File: config.mk
export PLATFORM = sky130hd
export DESIGN_NAME = uart_tx_arbiter
export DESIGN_NICKNAME = d
export VERILOG_FILES = /design/src/rtl/uart_tx_arbiter.sv
export SDC_FILE = /design/constraint.sdc
export NUM_CORES = 1
export LEC_CHECK = 0
export ABC_CLOCK_PERIOD_IN_PS = 2029
export CORE_ASPECT_RATIO = 1.25
export CORE_MARGIN = 8
export CORE_UTILIZATION = 45
export CTS_CLUSTER_SIZE = 28
export DETAILED_ROUTE_END_ITERATION = 8
export PLACE_DENSITY = 0.76
export SLEW_MARGIN = 20
export SYNTH_ARGS = -nofsm -noshare
export SYNTH_HDL_FRONTEND = slang
export SYNTH_SLANG_ARGS = --single-unit
File: constraint.sdc
create_clock -name clk -period 2.03 [get_ports clk]
set_clock_uncertainty 0.05 [all_clocks]
set_input_delay 0.203 -clock clk [delete_from_list [all_inputs] [get_ports clk]]
set_output_delay 0.203 -clock clk [all_outputs]
set_load 0.01 [all_outputs]
File: src/rtl/uart_tx_arbiter.sv
// rtl/uart_tx_arbiter.sv - round-robin message-granular arbiter sharing one UART transmit write port
module uart_tx_arbiter #(
  parameter int unsigned LOCK_TIMEOUT = 1000
) (
  input  logic       clk,
  input  logic       reset,
  input  logic [7:0] req0_data,
  input  logic       req0_valid,
  input  logic       req0_last,
  output logic       req0_ready,
  input  logic [7:0] req1_data,
  input  logic       req1_valid,
  input  logic       req1_last,
  output logic       req1_ready,
  output logic [7:0] tx_data,
  output logic       write_tx_data,
  input  logic       tx_buffer_full,
  output logic [1:0] grant,
  output logic       busy
);

  // Counter only needs to reach LOCK_TIMEOUT; keep at least one bit when disabled.
  localparam int unsigned CW      = (LOCK_TIMEOUT == 0) ? 1 : $clog2(LOCK_TIMEOUT + 1);
  localparam int unsigned TO_LAST = (LOCK_TIMEOUT == 0) ? 0 : LOCK_TIMEOUT - 1;
  localparam logic [CW-1:0] CNT_LAST = CW'(TO_LAST);
  localparam logic [CW-1:0] CNT_MAX  = CW'(LOCK_TIMEOUT);
  localparam bit TIMEOUT_ON = (LOCK_TIMEOUT != 0);

  typedef enum logic {
    IDLE = 1'b0,
    LOCK = 1'b1
  } state_t;

  state_t        state;
  logic          ptr;
  logic [CW-1:0] cnt;

  logic       owner;
  logic       o_valid;
  logic       o_last;
  logic [7:0] o_data;
  logic       can_send;
  logic       xfer;

  // Mux the current owner's stream; grant[1] selects requester 1.
  assign owner   = grant[1];
  assign o_valid = owner ? req1_valid : req0_valid;
  assign o_last  = owner ? req1_last  : req0_last;
  assign o_data  = owner ? req1_data  : req0_data;

  // Blocking the cycle right after a strobe covers the UART's late full flag.
  assign can_send   = (state == LOCK) & ~tx_buffer_full & ~write_tx_data;
  assign req0_ready = can_send & grant[0];
  assign req1_ready = can_send & grant[1];
  assign xfer       = can_send & o_valid;

  // Arbitration FSM: IDLE picks a winner, LOCK streams its bytes until last or idle timeout.
  always_ff @(posedge clk) begin
    if (reset) begin
      state         <= IDLE;
      grant         <= 2'b00;
      busy          <= 1'b0;
      write_tx_data <= 1'b0;
      tx_data       <= 8'h00;
      cnt           <= '0;
      ptr           <= 1'b0;
    end else begin
      write_tx_data <= 1'b0;
      case (state)
        IDLE: begin
          cnt <= '0;
          if (req0_valid | req1_valid) begin
            state <= LOCK;
            busy  <= 1'b1;
            if (req0_valid & (~req1_valid | ~ptr)) begin
              grant <= 2'b01;
            end else begin
              grant <= 2'b10;
            end
          end
        end
        LOCK: begin
          if (xfer) begin
            write_tx_data <= 1'b1;
            tx_data       <= o_data;
            cnt           <= '0;
            if (o_last) begin
              state <= IDLE;
              grant <= 2'b00;
              busy  <= 1'b0;
              ptr   <= ~owner;
            end
          end else if (TIMEOUT_ON && !o_valid) begin
            // Only genuine owner silence counts; a stalled but valid owner holds the count.
            if (cnt == CNT_LAST) begin
              state <= IDLE;
              grant <= 2'b00;
              busy  <= 1'b0;
              ptr   <= ~owner;
              cnt   <= '0;
            end else if (cnt != CNT_MAX) begin
              cnt <= cnt + 1'b1;
            end
          end
        end
        default: begin
          state <= IDLE;
          grant <= 2'b00;
          busy  <= 1'b0;
        end
      endcase
    end
  end

endmodule

==> results.md <==
- Antenna Cells: 0
- Root buffer cell: clkbuf_4
- Number of enable flip-flop cells after synthesis: 0
- Post-Syn Nets: 168
- Worst skew pair latency: 0.31 ns
- Setup Fix Bufs, Post-CTS: 0
- Measured slew at the worst slew-check pin: 0.460 ns
- Endpoint class of the critical path: output pin
- CTS sink count: 24
- Worst EP required: 1.78 ns
- Yosys reg bits: 24
- Cell Area, Synth: 1310 um^2
- Synth Instances: 143
- Largest net degree at the start of global routing: 25
- Area leader, netlist: dfxtp_1
- R2R Setup Slk: 0.13 ns
- Vias: 1255
- Number of buffers inserted by port buffering: 36
- Max-slew violations: 0
- Core area: 2860 um^2
- Netlist cell types: 45
- Fillers: 269
- Chip width: 64.3 um
- CTS tree: done
- Initial DRC count: 40
- Yosys warns: 0
- Fin area: 1780 um^2
- Met2 Track Usage GR: 24.8%
- Max VDD drop: 408 uV
- Global-route wire length before repair: 5.66 mm
- Met1 GRT Util: 14.3%
- Status: finished, final reports clean
- Clock Path Buffers: 2
- Max incr delay on CP: 0.54 ns
- Unrepaired setup endpoints after global routing: false
- Worst path arrival time: 1.68 ns
- I/O Pins: 37
- Type of origin of the critical path: flop
- Most frequent cell after synthesis: dfxtp_1
- Share of the synthesized area in the top cell type: 36.6%
- Final hold viol count: 0
- Seq/Total Area, Yosys: 36.6%
- Final-stage net count: 211
- Pwr Density: 514 nW/um^2
- Die area: 4910 um^2
- Total congestion overflow: 0
- Post-DP Area: 1750 um^2
- Global-route met3 utilization: 4.12%
- Drt total wl: 3.40 mm
- Grt peak-use layer: met2
- Crit Path Category: flop to output pin
- Asr flop ratio synth: 0%
- Share of layout cells above drive strength 1: 16.3%
- Leak: 0.604 nW
- # setup viols final: 0
- Detail Route Antenna Nets: 0
- Antenna violations before repair: 0
- Drt drc: 0
- Relative slew slack: 69.0%
- Worst Setup SP: grant[1]$_SDFFE_PP0P_
- Clock slew at reported path FFs: 0.13 ns
- Ys flop type: dfxtp_1
- Vias in the first global route: 1310
- Post-Route Setup TNS: 0 ns
- Hold wc startpoint: busy$_SDFFE_PP0P_
- Initial core utilization: 45.8%
- MaxCap Viol Count: 0
- CP cell instances: buf_4 > and3_1 > clkdlybuf4s50_1
- FP Rows: 22
- Reg2Reg Launch Point: cnt[0]$_SDFFE_PP0P_
- Die height: 76.4 um
- Initial DRT Pass Iterations: 4
- Layout area overhead: 35.4%
- Hold_buf cts: 0
- Total power: 912 uW
- Tcrit/Tclk final: 95.0%
- Hpwl dp: 2.67 mm
- Most instantiated cells after synthesis: dfxtp_1 (24), nor2_1 (16), a211oi_1 (9), mux2i_1 (9), a21oi_2 (6)
- CTS resizes: 0
- Top cells by area, synth: dfxtp_1 (37%), mux2i_1 (6.9%), a211oi_1 (5.2%)
- H-tree depth: 1
- Worst path slowest cell: clkdlybuf4s50_1
- Routability cong.: 0.849
- Wirelength per Cell: 15.4 um
- Worst hold-check path type: flop to flop
- Cts bufs inserted: 3
- GRT Resource Usage Total: 13.7%
- CP max FO: 12
- Syn avg cell area: 9.17 um^2
- F_max: 0.518 GHz
- Final Critical Period: 1.93 ns
- Vias per inst: 5.70
registers in the layout, summed over array words and instances, names as in the netlist:
register,cells
grant,2
state,1
cnt,10
tx_data,8
busy,1
ptr,1
write_tx_data,1
cell families after synthesis:
logic type	after synthesis	share of synthesized area [%]
AND/OR/NAND/NOR	57	26.8
AO/OA/AOI/OAI	36	20.7
flip-flops	24	36.6
buffers and inverters	12	4.68
multiplexers	11	8.59
adder cells (fa/ha/maj)	2	1.91
XOR/XNOR	1	0.668
critical path, delay by kind of cell (launching register included):
family	cells	cell delay, ns
simple gates	1	0.18
buf+inv	2	0.78
flops	1	0.40
power breakdown:
| group | total [mW] | internal [mW] | switching, mW |
|---|---|---|---|
| Sequential | 0.504 | 0.489 | 0.0143 |
| Clock | 0.210 | 0.0695 | 0.141 |
| Combinational | 0.198 | 0.112 | 0.0860 |
| Total | 0.912 | 0.671 | 0.241 |
metrics by stage:
stage	utilization (%)	setup WS, ns	hold slack (ns)	cells
floorplan	-	0.173	0.329	143
global placement	61.0	-0.00863	0.422	217
detailed placement	61.0	-0.0267	0.425	217
CTS	61.8	0.0642	0.446	220
global route	62.0	0.0339	0.472	220
finish	62.0	0.101	0.441	220
cell usage in the layout, fill, tap and decap left out, types with 2 or more instances in the layout:
| master | n |
|---|---|
| nand4_1 | 3 |
| nor2b_1 | 3 |
| dfxtp_1 | 23 |
| o211ai_1 | 2 |
| or3b_1 | 2 |
| clkbuf_4 | 3 |
| buf_4 | 10 |
| mux2i_1 | 9 |
| or4_1 | 2 |
| o22ai_1 | 2 |
| nand2b_1 | 4 |
| and4_4 | 2 |
| o21ai_0 | 3 |
| inv_1 | 4 |
| nand3_1 | 5 |
| a21oi_2 | 6 |
| o21ai_1 | 2 |
| o31ai_1 | 5 |
| ha_1 | 2 |
| o32ai_1 | 2 |
| clkdlybuf4s50_1 | 36 |
| and3_1 | 3 |
| a211oi_1 | 9 |
| or3_1 | 3 |
| nor2_1 | 16 |
| nand2_1 | 2 |
| or4_4 | 3 |
layer usage:
metal,up-vias,share of wire (%)
met5,-,0
met4,0,0.68
met3,4,5.4
met2,30,55
met1,603,39
li1,618,-
path summary, 6_finish.rpt:
check / end / cells after the start
max reg2reg: cnt[8]$_SDFFE_PP0P_ / 5
min reg2reg: busy$_SDFFE_PP0P_ / 2
max: req1_ready / 3
min: busy$_SDFFE_PP0P_ / 2
area by class of cell:
class / instances / area, um^2 / share of cell area, %
inverter: 4 / 15.0 / 0.846
tap: 36 / 45.0 / 2.54
timing repair buffer: 46 / 435 / 24.5
multi-input combinational: 107 / 776 / 43.7
clock buffer: 3 / 22.5 / 1.27
sequential: 24 / 482 / 27.1
Power figures use the tool's default switching activity.
